<file path="config.mk">
export PLATFORM = sky130hd
export DESIGN_NAME = stage_sequencer
export DESIGN_NICKNAME = d
export VERILOG_FILES = /design/src/rtl/stage_sequencer.sv
export SDC_FILE = /design/constraint.sdc
export NUM_CORES = 1
export LEC_CHECK = 0
export CORE_MARGIN = 8
export CORE_UTILIZATION = 45
export CTS_BUF_LIST = sky130_fd_sc_hd__clkbuf_4
export DETAILED_ROUTE_END_ITERATION = 6
export PLACE_DENSITY = 0.72
export SLEW_MARGIN = 20
export SYNTH_ARGS = -nofsm -noshare
export SYNTH_HDL_FRONTEND = slang
export SYNTH_SLANG_ARGS = --single-unit
</file>
<file path="constraint.sdc">
create_clock -name clk -period 3.1 [get_ports clk]
set_clock_uncertainty 0.1 [all_clocks]
set_input_delay 0.62 -clock clk [delete_from_list [all_inputs] [get_ports clk]]
set_output_delay 0.62 -clock clk [all_outputs]
set_load 0.01 [all_outputs]
</file>
<file path="src/rtl/stage_sequencer.sv">
// Multi-cycle instruction sequencer: pulses each pipeline stage in turn, waits for its done
// pulse, routes by decoded controls, and provides single-step/halt, watchdog and retire count.
module stage_sequencer #(
  parameter int unsigned TIMEOUT_CYCLES = 16,
  parameter int unsigned CNT_W          = 32
) (
  input  logic             clk,
  input  logic             reset,
  input  logic             start,
  input  logic             halt_req,
  output logic             fetch_start,
  input  logic             IF_kick_up,
  input  logic             Controller_kick_up,
  input  logic             Controller_memread,
  input  logic             Controller_memwrite,
  input  logic             Controller_regwrite,
  input  logic             Controller_branch,
  output logic             EX_start,
  input  logic             EX_kick_up,
  output logic             MEM_start,
  input  logic             MEM_kick_up,
  output logic             WB_start,
  input  logic             WB_kick_up,
  output logic             pc_advance,
  output logic             pc_branch,
  output logic             busy,
  output logic             timeout_err,
  output logic [CNT_W-1:0] instr_count,
  output logic [2:0]       state
);

  typedef enum logic [2:0] {
    StIdle   = 3'd0,
    StFetch  = 3'd1,
    StDecode = 3'd2,
    StExec   = 3'd3,
    StMem    = 3'd4,
    StWb     = 3'd5,
    StNext   = 3'd6,
    StHalted = 3'd7
  } state_e;

  localparam logic [7:0] TimeoutLimit = 8'(TIMEOUT_CYCLES);

  state_e           state_q;
  state_e           wait_next;
  logic             wait_done;
  logic [7:0]       wait_cnt_q;
  logic             halt_pending_q;
  logic             memread_q;
  logic             memwrite_q;
  logic             regwrite_q;
  logic             branch_q;
  logic             timeout_q;
  logic [CNT_W-1:0] instr_count_q;

  // Done pulse being waited for in the current state, and where it leads.
  always_comb begin
    wait_done = 1'b0;
    wait_next = StIdle;
    unique case (state_q)
      StFetch: begin
        wait_done = IF_kick_up;
        wait_next = StDecode;
      end
      StDecode: begin
        wait_done = Controller_kick_up;
        wait_next = StExec;
      end
      StExec: begin
        wait_done = EX_kick_up;
        if (memread_q || memwrite_q) begin
          wait_next = StMem;
        end else if (regwrite_q) begin
          wait_next = StWb;
        end else begin
          wait_next = StNext;
        end
      end
      StMem: begin
        wait_done = MEM_kick_up;
        wait_next = regwrite_q ? StWb : StNext;
      end
      StWb: begin
        wait_done = WB_kick_up;
        wait_next = StNext;
      end
      default: begin
        wait_done = 1'b0;
        wait_next = StIdle;
      end
    endcase
  end

  always_ff @(posedge clk or negedge reset) begin
    if (!reset) begin
      state_q        <= StIdle;
      wait_cnt_q     <= 8'd0;
      halt_pending_q <= 1'b0;
      memread_q      <= 1'b0;
      memwrite_q     <= 1'b0;
      regwrite_q     <= 1'b0;
      branch_q       <= 1'b0;
      timeout_q      <= 1'b0;
      instr_count_q  <= '0;
      fetch_start    <= 1'b0;
      EX_start       <= 1'b0;
      MEM_start      <= 1'b0;
      WB_start       <= 1'b0;
      pc_advance     <= 1'b0;
      pc_branch      <= 1'b0;
    end else begin
      fetch_start <= 1'b0;
      EX_start    <= 1'b0;
      MEM_start   <= 1'b0;
      WB_start    <= 1'b0;
      pc_advance  <= 1'b0;
      pc_branch   <= 1'b0;
      unique case (state_q)
        StIdle, StHalted: begin
          // halt_req alongside start arms a single step; a bare halt_req here is dropped.
          if (start) begin
            state_q        <= StFetch;
            fetch_start    <= 1'b1;
            wait_cnt_q     <= 8'd1;
            halt_pending_q <= halt_req;
          end
        end
        StNext: begin
          if (halt_pending_q || halt_req) begin
            state_q        <= StHalted;
            halt_pending_q <= 1'b1;
            wait_cnt_q     <= 8'd0;
          end else begin
            state_q     <= StFetch;
            fetch_start <= 1'b1;
            wait_cnt_q  <= 8'd1;
          end
        end
        default: begin
          if (halt_req) begin
            halt_pending_q <= 1'b1;
          end
          if (wait_done) begin
            state_q    <= wait_next;
            wait_cnt_q <= (wait_next == StNext) ? 8'd0 : 8'd1;
            if (state_q == StDecode) begin
              memread_q  <= Controller_memread;
              memwrite_q <= Controller_memwrite;
              regwrite_q <= Controller_regwrite;
              branch_q   <= Controller_branch;
            end
            case (wait_next)
              StExec: EX_start  <= 1'b1;
              StMem:  MEM_start <= 1'b1;
              StWb:   WB_start  <= 1'b1;
              StNext: begin
                pc_advance    <= 1'b1;
                pc_branch     <= branch_q;
                instr_count_q <= instr_count_q + CNT_W'(1);
              end
              default: ;
            endcase
          end else if (wait_cnt_q >= TimeoutLimit) begin
            // Watchdog: abandon the instruction without retiring it.
            state_q    <= StHalted;
            timeout_q  <= 1'b1;
            wait_cnt_q <= 8'd0;
          end else begin
            wait_cnt_q <= wait_cnt_q + 8'd1;
          end
        end
      endcase
    end
  end

  assign busy        = (state_q != StIdle) && (state_q != StHalted);
  assign timeout_err = timeout_q;
  assign instr_count = instr_count_q;
  assign state       = state_q;

endmodule
</file>
==> results of run 1 <==
[critical path: stages, from the launching register on]
cell and delay, ns:
dfrtp_1 0.41, buf_4 0.18, nor3_1 0.45, a21oi_1 0.19, clkdlybuf4s50_1 0.53
[report_power, final]
group | switching [mW] | internal, mW | leakage, nW
logic | 0.554 | 0.449 | 0.698
registers | 0.104 | 0.819 | 0.743
clock network | 0.237 | 0.0914 | 0.0314
total | 0.895 | 1.36 | 1.47
[kinds of logic (layout without fill, tap and decap cells)]
group,count (synthesis),in the layout
xor+xnor,31,31
fa+ha+maj,4,4
flops,55,55
simple gates,96,96
buf+inv,16,79
compound gates,28,28
mux,8,8
[area by class of cell]
cell class                 instances  area, um2
tap                               75       93.8
timing repair buffer              62        598
multi-input combinational        167       1200
fill                             506       2420
sequential                        55       1380
inverter                           9       33.8
clock inverter                     3       25.0
clock buffer                       5       37.5
[cells in the final DEF, fill, tap and decap left out, drive strengths merged, types with 3 or more instances in the layout]
cell and count:
and3 12, a21oi 5, nor4b 5, nand2 15, nor3 4, dfrtp 55
inv 9, clkdlybuf4s50 54, mux2 6, ha 4, a2bb2oi 4, buf 8
nand4 11, nor4 3, xnor2 29, o21ai 8, nor2 10, and2 8
clkbuf 5, nor3b 3, nand3 18
[path summary, 6_finish.rpt]
kind | slack [ns] | end | from | cells after the start
max in group asynchronous | 2.18 | state[0] | reset | 2
min | 0.22 | state[2] | reset | 2
min reg2reg | 0.38 | instr_count[31] | instr_count[31] | 1
min in group clk | 0.38 | instr_count[31] | instr_count[31] | 1
max | 0.23 | busy | state[1] | 4
max reg2reg | 0.53 | instr_count[27] | state[1] | 8
[routing by layer]
metal	up-vias	track usage (%)
li1	971	-
met1	974	16.0
met2	62	22.3
met3	11	4.85
met4	0	4.56
met5	-	0
[through the flow]
| stage | total power [mW] | cells | worst slack (ns) | hold slack (ns) | utilization, % |
|---|---|---|---|---|---|
| detailed placement | 1.94 | 368 | 0.326 | 0.365 | 57.1 |
| floorplan | 1.61 | 238 | 0.645 | 0.224 | - |
| global placement | 1.91 | 368 | 0.361 | 0.358 | 57.1 |
| CTS | 2.27 | 376 | 0.134 | 0.239 | 58.2 |
| finish | 2.25 | 376 | 0.229 | 0.219 | 58.2 |
| global route | 2.42 | 376 | 0.0557 | 0.288 | 58.2 |
[registers in the layout, summed over array words and instances, names as in the netlist]
name            count
pc_branch           1
halt_pending_q      1
branch_q            1
pc_advance          1
state               3
regwrite_q          1
memread_q           1
memwrite_q          1
instr_count        32
EX_start            1
wait_cnt_q          8
MEM_start           1
WB_start            1
fetch_start         1
timeout_err         1
==> results_dict.tcl, run 1 <==
set metrics [dict create \
    place_area_um2 3300 \
    fmax_mhz 348 \
    worstMarginPinSlew_ns 0.687 \
    synth_top_area_share_pct 52.2 \
    ir_drop_v 0.000516 \
    layout-drive-gt1-share_pct 9.63 \
    area_delta_synth_final_pct 27.5 \
    synth.area.top_cells "dfrtp_1 (52%), xnor2_1 (9.6%), nand3_1 (3.4%)" \
    ys_top_cells_by_count "dfrtp_1 (55), xnor2_1 (29), nand3_1 (18)" \
    worstHoldPathType "in -> async" \
    grt_overflow_total 0 \
    hold_violations 0 \
    crit_path_end_kind "output pin" \
    cts_tree "yes" \
    dr.pass1.iters 4 \
    yosysSeqAreaShare_pct 52.2 \
    highest_layer "met4" \
    relSlewSlack_pct 54.2 \
    syn_inst 238 \
    timing.final.crit_share_pct 92.6 \
    numCtsBuffers 5 \
    grtUsageTotal_pct 13.5 \
    status "complete, no violations" \
    final_nets 317 \
    path_clk_slew_ns 0.17 \
    critPathKind "reg -> out" \
    min_period_ns 2.87 \
    final_max_slew_viol_count 0 \
    tns_ns 0 \
    powerDensity_nw_per_um2 670 \
    cp_max_fo 13 \
    synth_edf_count 0 \
    synth_top_family_by_area "simple AND/OR/NAND/NOR gates" \
    grt_pass1_wl_mm 9.59 \
    synth_xor_area_share_pct 10.3 \
    critPathRequiredTime_ns 2.38 \
    pin_count 56 \
    met2_length_mm 2.57 \
    syn_area_um2 2640 \
    postLayoutCellArea_um2 3360 \
    grt_pass1_vias 2054 \
    ys_types 43 \
    ys_warn_count 0 \
    drv_cap 0 \
    antenna_found_initial 0 \
    diodes 0 \
    clockRootBuffer "clkbuf_4" \
    coreArea_um2 5780 \
    rsz0062_at_grt "false" \
    synth_seq_cells 55 \
    cts_resized 0 \
    wl_met3_um 419 \
    grt_max_degree 56 \
    yosys_most_used_dff "dfrtp_1" \
    async_reset_ff_share_pct 100 \
    gp_congestion 0.836 \
    finalSetupViolCount 0 \
    p_leak_nw 1.47 \
    clock_latency_ns 0.39 \
    dr.first_iter.drc_count 64 \
    die_h_um 92.6 \
    wl_met1_mm 2.55 \
    synth_nets 255 \
    critPathLaunchType "register" \
    worstPathArrival_ns 2.15 \
    cts_num_sinks 55 \
    dp_hpwl_mm 4.12 \
    hold_buffers 0 \
    portBuffers 55 \
    rows 28 \
    synthMuxAreaShare_pct 3.32 \
    avgSynthCellArea_um2 11.1 \
    synth_compound_area_share_pct 7.40 \
    post-synth-top-count-cell "dfrtp_1" \
    clock_path_buffers 2 \
    route.antenna.remaining_nets 0 \
    die_w_um 92.6 \
    num_vias 2018 \
    synth_top_area_cell "dfrtp_1" \
    cts_max_level 2 \
    postCtsSetupBuffers 0 \
    wl_per_cell_um 15.0 \
    start_util_pct 45.6 \
    synthSimpleGateAreaFrac_pct 22.5 \
    drc 0 \
    drt-total-wl_mm 5.63 \
    synthAdderAreaFrac_pct 1.90 \
    vias_per_cell 5.37 \
    die_area_um2 8570 \
]
(Power assumes the default switching activity.)
==> run 2: changes to the inputs <==
Clock period 3.1 ns to 2.7 ns, I/O delays scaled along.
==> results_dict.tcl, run 2 (synthesis results as in run 1) <==
set metrics [dict create \
    grt_overflow_total 0 \
    dr.pass1.iters 4 \
    worstMarginPinSlew_ns 0.684 \
    p_leak_nw 1.50 \
    dp_hpwl_mm 4.11 \
    num_vias 1991 \
    drt-total-wl_mm 5.50 \
    clock_path_buffers 2 \
    diodes 0 \
    switching_share_pct 38.7 \
    postCtsSetupBuffers 0 \
    max_stage_delay_ns 0.50 \
    relSlewSlack_pct 54.4 \
    grtUsageTotal_pct 13.6 \
    path_clk_slew_ns 0.16 \
    worstHoldPathType "in -> async" \
    tns_ns 0 \
    seqPwrFrac_pct 39.6 \
    rsz0062_at_grt "false" \
    finalSetupViolCount 0 \
    critPathKind "reg -> out" \
    pwr-share-clk_pct 14.0 \
    crit_path_end_kind "output pin" \
    start_util_pct 45.6 \
    die_h_um 92.6 \
    wl_per_cell_um 14.5 \
    grt_pass1_vias 2085 \
    switchingPower_mw 1.03 \
    critPathRequiredTime_ns 2.06 \
    die_w_um 92.6 \
    final_nets 321 \
    ir_drop_v 0.000614 \
    hold_buffers 0 \
    cp_max_fo 12 \
    hold_violations 0 \
    worstPathArrival_ns 1.89 \
    numCtsBuffers 5 \
    area_delta_synth_final_pct 29.3 \
    pwr-share-comb_pct 46.3 \
    drv_cap 0 \
    antenna_found_initial 0 \
    clock_latency_ns 0.39 \
    grt_pass1_wl_mm 9.58 \
    die_area_um2 8570 \
    layout-drive-gt1-share_pct 11.1 \
    pin_count 56 \
    rows 28 \
    route.antenna.remaining_nets 0 \
    fmax_mhz 395 \
    cts_tree "yes" \
    gp_congestion 0.805 \
    timing.final.crit_share_pct 93.7 \
    status "complete, no violations" \
    slowest_stage "clkdlybuf4s50_1" \
    final_max_slew_viol_count 0 \
    coreArea_um2 5780 \
    largest_reg_flops 32 \
    min_period_ns 2.53 \
    cts_max_level 2 \
    utilization_pct 59.0 \
    grt_max_degree 56 \
    crit_chain "buf_4 > inv_1 > nor2_1 > a21oi_1 > clkdlybuf4s50_1" \
    cts_num_sinks 55 \
    critPathLaunchType "register" \
    vias_per_cell 5.24 \
    layout_common_cells "dfrtp_1 (54), clkdlybuf4s50_1 (54), xnor2_1 (29), nand3_1 (18), nand2_1 (14)" \
    powerDensity_nw_per_um2 780 \
    clockRootBuffer "clkbuf_4" \
    dr.first_iter.drc_count 54 \
    drc 0 \
    portBuffers 55 \
    p_int_mw 1.63 \
]
[run 2: cell count changes in the layout (fill, tap and decap cells not counted), sizes merged]
| cell | change |
|---|---|
| buf | +4 |
[run 2: area by class of cell]
| class | instances | area [um2] |
|---|---|---|
| flip-flops and latches | 55 | 1380 |
| fillers | 523 | 2370 |
| well taps | 75 | 93.8 |
| clock buffers | 5 | 37.5 |
| inverters | 9 | 33.8 |
| repair buffers | 66 | 641 |
| clock inverters | 3 | 25.0 |
| multi-input cells | 167 | 1200 |
[run 2: final timing paths]
kind | from | to | slack, ns | depth (start not counted)
min in group clk | instr_count[31] | instr_count[31] | 0.38 | 1
max in group asynchronous | reset | state[0] | 1.85 | 2
hold reg to reg | instr_count[31] | instr_count[31] | 0.38 | 1
setup reg to reg | state[1] | instr_count[17] | 0.19 | 9
setup / recovery | state[2] | busy | 0.17 | 5
hold / removal | reset | fetch_start | 0.15 | 2
[run 2: power by group through the flow]
stage | clock [mW] | sequential (mW) | combinational [mW]
finish | 0.373 | 1.05 | 1.23
global route | 0.423 | 1.07 | 1.38
CTS | 0.393 | 1.05 | 1.25
detailed placement | 0 | 1.07 | 1.24
global placement | 0 | 1.07 | 1.22
floorplan | 0 | 1.07 | 0.783
[run 2: through the flow]
stage                     instance area [um2]  hold slack [ns]  total power, mW  worst slack (ns)  std cells
final                                    3410            0.150             2.66             0.170        380
after global routing                     3410            0.188             2.87          0.000494        380
after floorplan                          2640            0.144             1.85             0.245        238
after global placement                   3340            0.358             2.29             0.121        372
after CTS                                3410            0.171             2.70            0.0398        380
after detailed placement                 3340            0.361             2.31            0.0475        372
[run 2: critical path: cells and delay by family, from the launching register on]
kind                   cells  cell delay (ns)
buffers and inverters      3             0.75
AOI/OAI and AO/OA          1             0.14
DFF                        1             0.38
and+or+nand+nor            1             0.25
[run 2: repair_timing]
action,in CTS,in global routing
endpoints found under the setup margin,1,1
resized for setup,1,1
pin swaps,0,0
[run 2: per-layer routing]
layer	up-vias	wire [um]	global-route usage [%]
met1	960	2460	16.2
met3	2	327	4.69
met5	-	0	0
met2	46	2690	22.6
li1	983	-	-
met4	0	21	4.03
